### src/rtl/regfile_wb_arbiter_pkg.sv
// ---------------------------------------------------------------------------
// regfile_wb_arbiter_pkg
// Shared constants and types for the register-file writeback arbiter:
//   XLEN       - default register data width
//   REG_IDX_W  - width of a register index
//   NUM_REGS   - number of architectural registers (width of the pending map)
//   arb_state_e- round-robin memory: which source won the last grant
// ---------------------------------------------------------------------------
package regfile_wb_arbiter_pkg;

    localparam int XLEN      = 64;
    localparam int REG_IDX_W = 5;
    localparam int NUM_REGS  = 32;

    typedef enum logic [0:0] {
        LAST_A = 1'b0,
        LAST_B = 1'b1
    } arb_state_e;

endpackage

### src/rtl/regfile_wb_arbiter_if.sv
// ---------------------------------------------------------------------------
// regfile_wb_arbiter_if
// Bundles the two writeback request channels (A = ALU, B = load unit), the
// register-file write port and the pending-write map.
//   master : the issuing side - drives requests, observes readies/write port
//   slave  : the arbiter      - accepts requests, drives readies/write port
// ---------------------------------------------------------------------------
interface regfile_wb_arbiter_if #(
    parameter int XLEN = regfile_wb_arbiter_pkg::XLEN
);
    import regfile_wb_arbiter_pkg::*;

    logic                 a_valid;
    logic                 a_ready;
    logic [REG_IDX_W-1:0] a_rd;
    logic [XLEN-1:0]      a_data;

    logic                 b_valid;
    logic                 b_ready;
    logic [REG_IDX_W-1:0] b_rd;
    logic [XLEN-1:0]      b_data;

    logic                 rf_we;
    logic [REG_IDX_W-1:0] rf_rd;
    logic [XLEN-1:0]      rf_wdata;
    logic [NUM_REGS-1:0]  pending;

    modport master (
        output a_valid, a_rd, a_data,
        output b_valid, b_rd, b_data,
        input  a_ready, b_ready,
        input  rf_we, rf_rd, rf_wdata, pending
    );

    modport slave (
        input  a_valid, a_rd, a_data,
        input  b_valid, b_rd, b_data,
        output a_ready, b_ready,
        output rf_we, rf_rd, rf_wdata, pending
    );

endinterface

### src/rtl/regfile_wb_arbiter_wb_fifo.sv
// ---------------------------------------------------------------------------
// wb_fifo
// Small circular buffer of {rd, data} writeback entries for one source.
// Ports:
//   clk_i, reset_i      - clock, synchronous active-high reset
//   push_i, rd_i, data_i- write an entry (ignored while full)
//   pop_i               - drop the head entry (ignored while empty)
//   full_o, empty_o     - occupancy flags
//   head_rd_o/data_o    - oldest entry
//   ent_valid_o/ent_rd_o- per-slot occupancy and index, for the pending map
// DEPTH must be a power of two (2 or 4).
// ---------------------------------------------------------------------------
module wb_fifo #(
    parameter int DEPTH = 2,
    parameter int WIDTH = 64,
    parameter int IDX_W = 5
) (
    input  logic             clk_i,
    input  logic             reset_i,
    input  logic             push_i,
    input  logic [IDX_W-1:0] rd_i,
    input  logic [WIDTH-1:0] data_i,
    input  logic             pop_i,
    output logic             full_o,
    output logic             empty_o,
    output logic [IDX_W-1:0] head_rd_o,
    output logic [WIDTH-1:0] head_data_o,
    output logic [DEPTH-1:0] ent_valid_o,
    output logic [IDX_W-1:0] ent_rd_o [DEPTH]
);

    localparam int PTR_W = $clog2(DEPTH);
    localparam int CNT_W = PTR_W + 1;

    logic [IDX_W-1:0] rd_mem_q   [DEPTH];
    logic [WIDTH-1:0] data_mem_q [DEPTH];
    logic [PTR_W-1:0] wr_ptr_q;
    logic [PTR_W-1:0] rd_ptr_q;
    // One extra bit so that "full" and "empty" never alias.
    logic [CNT_W-1:0] count_q;
    logic             push_ok;
    logic             pop_ok;

    function automatic logic [PTR_W-1:0] ptr_inc(input logic [PTR_W-1:0] ptr);
        return (ptr == PTR_W'(DEPTH - 1)) ? PTR_W'(0) : ptr + PTR_W'(1);
    endfunction

    assign full_o      = (count_q == CNT_W'(DEPTH));
    assign empty_o     = (count_q == CNT_W'(0));
    assign push_ok     = push_i & ~full_o;
    assign pop_ok      = pop_i & ~empty_o;
    assign head_rd_o   = rd_mem_q[rd_ptr_q];
    assign head_data_o = data_mem_q[rd_ptr_q];
    assign ent_rd_o    = rd_mem_q;

    // Storage, pointers and occupancy count.
    always_ff @(posedge clk_i) begin
        if (reset_i) begin
            wr_ptr_q <= PTR_W'(0);
            rd_ptr_q <= PTR_W'(0);
            count_q  <= CNT_W'(0);
            for (int i = 0; i < DEPTH; i++) begin
                rd_mem_q[i]   <= IDX_W'(0);
                data_mem_q[i] <= WIDTH'(0);
            end
        end else begin
            if (push_ok) begin
                rd_mem_q[wr_ptr_q]   <= rd_i;
                data_mem_q[wr_ptr_q] <= data_i;
                wr_ptr_q             <= ptr_inc(wr_ptr_q);
            end
            if (pop_ok) begin
                rd_ptr_q <= ptr_inc(rd_ptr_q);
            end
            case ({push_ok, pop_ok})
                2'b10:   count_q <= count_q + CNT_W'(1);
                2'b01:   count_q <= count_q - CNT_W'(1);
                default: count_q <= count_q;
            endcase
        end
    end

    // A slot is live when its distance from the read pointer is below the count.
    always_comb begin
        logic [PTR_W-1:0] offs;
        offs        = PTR_W'(0);
        ent_valid_o = DEPTH'(0);
        for (int i = 0; i < DEPTH; i++) begin
            offs           = PTR_W'(i) - rd_ptr_q;
            ent_valid_o[i] = ({1'b0, offs} < count_q);
        end
    end

endmodule

### src/rtl/regfile_wb_arbiter.sv
// ---------------------------------------------------------------------------
// regfile_wb_arbiter
// Merges two writeback streams (A = ALU, B = load unit) onto one register
// file write port. Each source is buffered in its own wb_fifo; a two-state
// round-robin arbiter picks one head per cycle and loads it into registered
// write-port outputs. Writes to x0 are consumed without raising rf_we.
// Ports:
//   clk, reset  - clock, synchronous active-high reset
//   bus (slave) - a_/b_ request channels, rf_we/rf_rd/rf_wdata, pending map
// ---------------------------------------------------------------------------
module regfile_wb_arbiter #(
    parameter int XLEN  = regfile_wb_arbiter_pkg::XLEN,
    parameter int DEPTH = 2
) (
    input  logic                  clk,
    input  logic                  reset,
    regfile_wb_arbiter_if.slave   bus
);
    import regfile_wb_arbiter_pkg::*;

    logic                 a_full, a_empty, b_full, b_empty;
    logic                 a_push, b_push;
    logic [REG_IDX_W-1:0] a_head_rd, b_head_rd;
    logic [XLEN-1:0]      a_head_data, b_head_data;
    logic [DEPTH-1:0]     a_ent_valid, b_ent_valid;
    logic [REG_IDX_W-1:0] a_ent_rd [DEPTH];
    logic [REG_IDX_W-1:0] b_ent_rd [DEPTH];

    arb_state_e           state_q, state_d;
    logic                 grant_a, grant_b;

    logic                 rf_we_q, rf_we_d;
    logic [REG_IDX_W-1:0] rf_rd_q, rf_rd_d;
    logic [XLEN-1:0]      rf_wdata_q, rf_wdata_d;
    logic [NUM_REGS-1:0]  pending_s;

    // Readiness is purely "not full": a pop in the same cycle does not free a slot.
    assign bus.a_ready = ~a_full;
    assign bus.b_ready = ~b_full;
    assign a_push      = bus.a_valid & ~a_full;
    assign b_push      = bus.b_valid & ~b_full;

    wb_fifo #(.DEPTH(DEPTH), .WIDTH(XLEN), .IDX_W(REG_IDX_W)) u_fifo_a (
        .clk_i       (clk),
        .reset_i     (reset),
        .push_i      (a_push),
        .rd_i        (bus.a_rd),
        .data_i      (bus.a_data),
        .pop_i       (grant_a),
        .full_o      (a_full),
        .empty_o     (a_empty),
        .head_rd_o   (a_head_rd),
        .head_data_o (a_head_data),
        .ent_valid_o (a_ent_valid),
        .ent_rd_o    (a_ent_rd)
    );

    wb_fifo #(.DEPTH(DEPTH), .WIDTH(XLEN), .IDX_W(REG_IDX_W)) u_fifo_b (
        .clk_i       (clk),
        .reset_i     (reset),
        .push_i      (b_push),
        .rd_i        (bus.b_rd),
        .data_i      (bus.b_data),
        .pop_i       (grant_b),
        .full_o      (b_full),
        .empty_o     (b_empty),
        .head_rd_o   (b_head_rd),
        .head_data_o (b_head_data),
        .ent_valid_o (b_ent_valid),
        .ent_rd_o    (b_ent_rd)
    );

    // Arbiter state register; reset to LAST_B so A wins the first contention.
    always_ff @(posedge clk) begin
        if (reset) begin
            state_q <= LAST_B;
        end else begin
            state_q <= state_d;
        end
    end

    // Round-robin grant and next state; a lone requester is granted outright.
    always_comb begin
        grant_a = 1'b0;
        grant_b = 1'b0;
        state_d = state_q;
        case ({~a_empty, ~b_empty})
            2'b10: begin
                grant_a = 1'b1;
                state_d = LAST_A;
            end
            2'b01: begin
                grant_b = 1'b1;
                state_d = LAST_B;
            end
            2'b11: begin
                if (state_q == LAST_B) begin
                    grant_a = 1'b1;
                    state_d = LAST_A;
                end else begin
                    grant_b = 1'b1;
                    state_d = LAST_B;
                end
            end
            default: begin
                state_d = state_q;
            end
        endcase
    end

    // Next write-port values: load the granted head, suppress the enable for x0.
    always_comb begin
        rf_we_d    = 1'b0;
        rf_rd_d    = rf_rd_q;
        rf_wdata_d = rf_wdata_q;
        if (grant_a) begin
            rf_we_d    = (a_head_rd != REG_IDX_W'(0));
            rf_rd_d    = a_head_rd;
            rf_wdata_d = a_head_data;
        end else if (grant_b) begin
            rf_we_d    = (b_head_rd != REG_IDX_W'(0));
            rf_rd_d    = b_head_rd;
            rf_wdata_d = b_head_data;
        end else begin
            rf_we_d    = 1'b0;
        end
    end

    // Registered register-file write port.
    always_ff @(posedge clk) begin
        if (reset) begin
            rf_we_q    <= 1'b0;
            rf_rd_q    <= REG_IDX_W'(0);
            rf_wdata_q <= XLEN'(0);
        end else begin
            rf_we_q    <= rf_we_d;
            rf_rd_q    <= rf_rd_d;
            rf_wdata_q <= rf_wdata_d;
        end
    end

    // Pending map: every buffered entry plus the write currently on the port.
    always_comb begin
        pending_s = NUM_REGS'(0);
        for (int i = 0; i < DEPTH; i++) begin
            pending_s[a_ent_rd[i]] = pending_s[a_ent_rd[i]] | a_ent_valid[i];
            pending_s[b_ent_rd[i]] = pending_s[b_ent_rd[i]] | b_ent_valid[i];
        end
        pending_s[rf_rd_q] = pending_s[rf_rd_q] | rf_we_q;
        // x0 is never architecturally written, so never reported pending.
        pending_s[0] = 1'b0;
    end

    assign bus.rf_we    = rf_we_q;
    assign bus.rf_rd    = rf_rd_q;
    assign bus.rf_wdata = rf_wdata_q;
    assign bus.pending  = pending_s;

endmodule
### src/flat_wrapper.sv
// flat-port wrapper written by rule: the top's interface ports become plain ports
module regfile_wb_arbiter_flat import regfile_wb_arbiter_pkg::*;
#(
    parameter int XLEN  = regfile_wb_arbiter_pkg::XLEN,
    parameter int DEPTH = 2
)
  (clk, reset, bus_a_valid, bus_a_rd, bus_a_data, bus_b_valid, bus_b_rd, bus_b_data, bus_a_ready, bus_b_ready, bus_rf_we, bus_rf_rd, bus_rf_wdata, bus_pending);
  regfile_wb_arbiter_if #(.XLEN(XLEN)) bus_i ();
  input  logic clk;
  input  logic reset;
  input wire logic [$bits(bus_i.a_valid)-1:0] bus_a_valid;
  input wire logic [$bits(bus_i.a_rd)-1:0] bus_a_rd;
  input wire logic [$bits(bus_i.a_data)-1:0] bus_a_data;
  input wire logic [$bits(bus_i.b_valid)-1:0] bus_b_valid;
  input wire logic [$bits(bus_i.b_rd)-1:0] bus_b_rd;
  input wire logic [$bits(bus_i.b_data)-1:0] bus_b_data;
  output wire logic [$bits(bus_i.a_ready)-1:0] bus_a_ready;
  output wire logic [$bits(bus_i.b_ready)-1:0] bus_b_ready;
  output wire logic [$bits(bus_i.rf_we)-1:0] bus_rf_we;
  output wire logic [$bits(bus_i.rf_rd)-1:0] bus_rf_rd;
  output wire logic [$bits(bus_i.rf_wdata)-1:0] bus_rf_wdata;
  output wire logic [$bits(bus_i.pending)-1:0] bus_pending;
  assign bus_i.a_valid = bus_a_valid;
  assign bus_i.a_rd = bus_a_rd;
  assign bus_i.a_data = bus_a_data;
  assign bus_i.b_valid = bus_b_valid;
  assign bus_i.b_rd = bus_b_rd;
  assign bus_i.b_data = bus_b_data;
  assign bus_a_ready = bus_i.a_ready;
  assign bus_b_ready = bus_i.b_ready;
  assign bus_rf_we = bus_i.rf_we;
  assign bus_rf_rd = bus_i.rf_rd;
  assign bus_rf_wdata = bus_i.rf_wdata;
  assign bus_pending = bus_i.pending;
  regfile_wb_arbiter #(.XLEN(XLEN), .DEPTH(DEPTH)) u_core (.clk(clk), .reset(reset), .bus(bus_i));
endmodule
### config.mk
export PLATFORM = sky130hd
export DESIGN_NAME = regfile_wb_arbiter_flat
export DESIGN_NICKNAME = d
export VERILOG_FILES = /design/src/rtl/regfile_wb_arbiter_pkg.sv /design/src/rtl/regfile_wb_arbiter_if.sv /design/src/rtl/regfile_wb_arbiter_wb_fifo.sv /design/src/rtl/regfile_wb_arbiter.sv /design/src/flat_wrapper.sv
export SDC_FILE = /design/constraint.sdc
export NUM_CORES = 1
export LEC_CHECK = 0
export CELL_PAD_IN_SITES_DETAIL_PLACEMENT = 0
export CELL_PAD_IN_SITES_GLOBAL_PLACEMENT = 1
export CORE_ASPECT_RATIO = 1.4
export CORE_MARGIN = 4
export CORE_UTILIZATION = 40
export DETAILED_ROUTE_END_ITERATION = 6
export GPL_ROUTABILITY_DRIVEN = 0
export PLACE_DENSITY = 0.83
export SETUP_SLACK_MARGIN = 0.15
export SLEW_MARGIN = 5
export SYNTH_ARGS = -nofsm -noshare
export SYNTH_HDL_FRONTEND = slang
export SYNTH_SLANG_ARGS = --single-unit
### constraint.sdc
create_clock -name clk -period 4.5 [get_ports clk]
set_input_delay 0.45 -clock clk [delete_from_list [all_inputs] [get_ports clk]]
set_output_delay 0.45 -clock clk [all_outputs]
set_load 0.01 [all_outputs]
==> impl_metrics.toml <==
[routing]
via_count = 18849
drc = 0
wl_per_cell_um = 23.2
via_per_inst = 5.82
drt_wl_total_mm = 75.3
drtIter0Drc = 1700
drtPass1Iterations = 6
ant_nets = 0

[power_and_ir_drop]
total_power_mw = 14.5
power_switching_mw = 5.49
power_frac_comb_pct = 48.5
swShare_pct = 37.8
p_clk_share_pct = 19.8
powerDensity_mw_per_mm2 = 533
seqPwrFrac_pct = 31.7
internal-power_mw = 9.02
ir_worst_vdd_uv = 671
p_leak_nw = 10.4

[status]
violations = "setup timing"
outcome = "finished, violations left"

[logic_synthesis]
synthArstFlopShare_pct = 0
synth-seq-cells = 357
synth.distinct_cells = 86
synth.avg_cell_area_um2 = 9.70
synth_ff_type = "edfxtp_1"
yosysWarnings = 0
synthCells = 2044
synth_top_cells_by_area = "edfxtp_1, dfxtp_1, and2_1"
synth_area_mm2 = 0.0198
synth_edf_count = 256
yosysTopAreaCell = "edfxtp_1"
syn-num-nets = 2188
ys_seq_area_share_pct = 49.0
synth_top_area_share_pct = 38.8

[cells_and_area]
drive_above_1_share_pct = 23.5
nFillCells = 4255
seqCellArea_mm2 = 0.00973
layout.nets = 2718
multi_input_area_mm2 = 0.00991
area_growth_pct = 37.4

[worst_hold_path]
min_path_type = "primary input to flip-flop"
hp-start = "reset"
whs_path_depth = 2
worstHoldEndpoint = "u_core.u_fifo_a.rd_ptr_q"

[run]
drv_cap = 0

[floorplan]
core.rowCount = 96
die_height_um = 271
dieArea_mm2 = 0.0532
initial_core_util_pct = 40.5
dieWidth_um = 196
io_pins = 246
core_area_mm2 = 0.0490

[clock_tree]
clk_latency_ps = 520
clkTransAtPathRegs_ps = 60
clock-sinks = 357
clock-root-buffer = "clkbuf_16"
cts_tree = "yes"
htree_levels = 2
cts_hold_buf = 0
max-clock-path-buffers = 3
numCtsBuffers = 34

[sta]
grt_setup_unrepaired = "true"
slew_viol_final = 0
fin_tns_setup_ps = -39990
finClkSkew_ps = 16.2
fin_crit_sh_pct = 130
clock.fmax_mhz = 170
setup_viol = 31
finalWorstSetupSlack_ps = -1370
worstMarginPinSlew_ps = 1100
period_needed_ps = 5870
hold_viol = 0
slew_headroom_pct = 26.9

[worst_setup_path]
reg2reg_slack_ps = 1670
cp.required_ps = 4050
reg2reg_from = "u_core.u_fifo_b.count_q[0]"
worstPathArrival_ps = 5420
crit_fanout = 11
path_class = "flip-flop to output pin"
crit-reg2reg-capture = "u_core.u_fifo_b.data_mem_q[0][25]"
cp-start-kind = "flip-flop"
ff2ff_path_depth = 6
critPathCaptureType = "output pin"

[placement]
dp.final_hpwl_mm = 52.3
portBuffers = 244

[grt]
grt_usage_pct = 27.2
grt_pass1_vias = 19531
antenna_found_initial = 5
grt_start_max_net_pins = 132
grt_overflow = 0
grt_pass1_wl_mm = 113
==> metal layers <==
metal	up-vias	track usage [%]	routed length [um]
li1	8614	-	-
met1	8889	30.0	26100
met2	985	49.1	38700
met3	357	3.60	5050
met4	4	17.1	5420
met5	-	0	22
==> metrics by stage <==
stage / util (%) / hold WS, ps / area, um2 / std cells / worst slack (ps)
global placement: 51.9 / 467 / 25400 / 3132 / -1050
global route: 55.6 / 344 / 27200 / 3240 / -1560
CTS: 55.1 / 313 / 27000 / 3227 / -1180
finish: 55.6 / 327 / 27200 / 3241 / -1370
detailed placement: 51.9 / 476 / 25400 / 3132 / -1160
floorplan: - / 460 / 20000 / 2044 / -73.9
==> sequential cells by signal (all words and copies together), names as in the netlist, named ones only <==
signal,cells
u_core.u_fifo_a.data_mem_q,128
u_core.u_fifo_b.data_mem_q,128
u_core.bus.rf_wdata,64
u_core.u_fifo_a.ent_rd_o,10
u_core.u_fifo_b.ent_rd_o,10
u_core.bus.rf_rd,5
u_core.u_fifo_a.count_q,2
u_core.u_fifo_b.count_q,2
u_core.bus.rf_we,1
u_core.state_q,1
u_core.u_fifo_a.rd_ptr_q,1
u_core.u_fifo_a.wr_ptr_q,1
u_core.u_fifo_b.rd_ptr_q,1
u_core.u_fifo_b.wr_ptr_q,1
==> cell usage in the layout, fill, tap and decap left out, types with 12 or more instances in the layout <==
| cell | n |
|---|---|
| nor2b_1 | 81 |
| dfxtp_1 | 89 |
| nand2b_1 | 18 |
| buf_4 | 381 |
| nor2_1 | 202 |
| o211ai_1 | 22 |
| o21ai_0 | 30 |
| a22o_1 | 16 |
| clkdlybuf4s50_1 | 212 |
| and2_1 | 264 |
| a211oi_1 | 149 |
| nand3_1 | 31 |
| a31oi_1 | 17 |
| o21ai_1 | 12 |
| nand2_1 | 132 |
| nor3_1 | 42 |
| nand3b_1 | 12 |
| buf_6 | 12 |
| buf_2 | 30 |
| edfxtp_1 | 256 |
| clkbuf_16 | 37 |
| mux2i_1 | 91 |
| inv_1 | 14 |
| a21oi_1 | 119 |
| buf_12 | 12 |
==> worst max-delay path, stage by stage (launching register included) <==
cell,delay (ps)
dfxtp_2,350
buf_6,110
nand3b_1,120
a21o_1,230
buf_6,130
nor4_4,350
nor4_4,100
buf_4,150
buf_4,130
buf_8,130
a211oi_2,270
nor2_2,90
buf_4,170
and3_4,210
a211o_1,290
nand4_1,210
o31ai_2,130
buf_4,160
buf_6,120
a31oi_4,210
o32ai_2,90
o211ai_1,260
a31oi_4,150
buf_6,150
buf_12,130
buf_16,130
mux2i_2,150
buf_2,160
==> synthesized netlist by cell type, types with 9 or more instances <==
cell       number
or2_2          12
nand2b_1       18
nand4_1        11
buf_2          21
nand3_1        32
buf_1           9
edfxtp_1      256
o2111ai_1      14
o21ai_0        35
clkbuf_1      122
xnor2_1         9
nor4_1         14
o21ai_1        16
nor2_1        204
dfxtp_1       101
o22ai_1        10
nand2_1       132
and2_1        265
a31oi_1        22
mux2i_1        98
o31ai_1        10
o211ai_1       22
a211oi_1      152
nor2b_1        82
nor3_1         47
a21oi_1       125
nor3b_1        12
nand3b_1       12
inv_1          18
a22o_1         16
==> area by class of cell <==
| cell class | instances | share of cell area (%) |
|---|---|---|
| Clock inverter | 14 | 0.441 |
| Multi-Input combinational cell | 1509 | 36.4 |
| Antenna cell | 4 | 0.0367 |
| Timing Repair Buffer | 652 | 20.6 |
| Sequential cell | 357 | 35.7 |
| Clock buffer | 48 | 3.62 |
| Tap cell | 637 | 2.92 |
| Inverter | 20 | 0.275 |
==> kinds of logic (layout without fill, tap and decap cells) <==
family	count (synthesis)	in the layout	share of synthesized area, %
AOI/OAI and AO/OA	511	511	17.9
xor gates and xnor gates	16	16	0.707
adders and majority gates	2	2	0.126
buffers and inverters	178	734	3.62
DFF	357	357	49.0
muxes	104	104	5.34
other	1	5	0.0189
and+or+nand+nor	875	875	23.4
==> power groups by stage <==
| stage | registers [mW] | clock network [mW] | logic [mW] |
|---|---|---|---|
| finish | 4.60 | 2.87 | 7.04 |
| global route | 4.66 | 3.04 | 7.50 |
| CTS | 4.59 | 2.93 | 6.83 |
| detailed placement | 4.66 | 0 | 5.96 |
| global placement | 4.62 | 0 | 5.87 |
| floorplan | 4.52 | 0 | 3.51 |
==> worst max-delay path by stage <==
stage                                      from              end  slack [ps]  cells past startpoint
CTS                 u_core.u_fifo_b.ent_rd_o[8]  bus_pending[21]       -1180                     26
global route        u_core.u_fifo_a.ent_rd_o[9]  bus_pending[25]       -1560                     27
global placement    u_core.u_fifo_a.ent_rd_o[8]   bus_pending[5]       -1050                     20
detailed placement  u_core.u_fifo_a.ent_rd_o[8]   bus_pending[5]       -1160                     19
finish              u_core.u_fifo_b.ent_rd_o[9]  bus_pending[21]       -1370                     27
floorplan           u_core.u_fifo_b.ent_rd_o[5]  bus_pending[16]         -70                     19
==> what timing repair did <==
item                                   4_1_cts  5_1_grt
pin swaps                                   37       24
cloned                                       3        0
buffers inserted                            30       10
endpoints found under the hold margin        0        0
setup endpoints to repair                   31       31
gates resized for setup                    196       31
No activity file was read; power rests on OpenSTA's default activity.
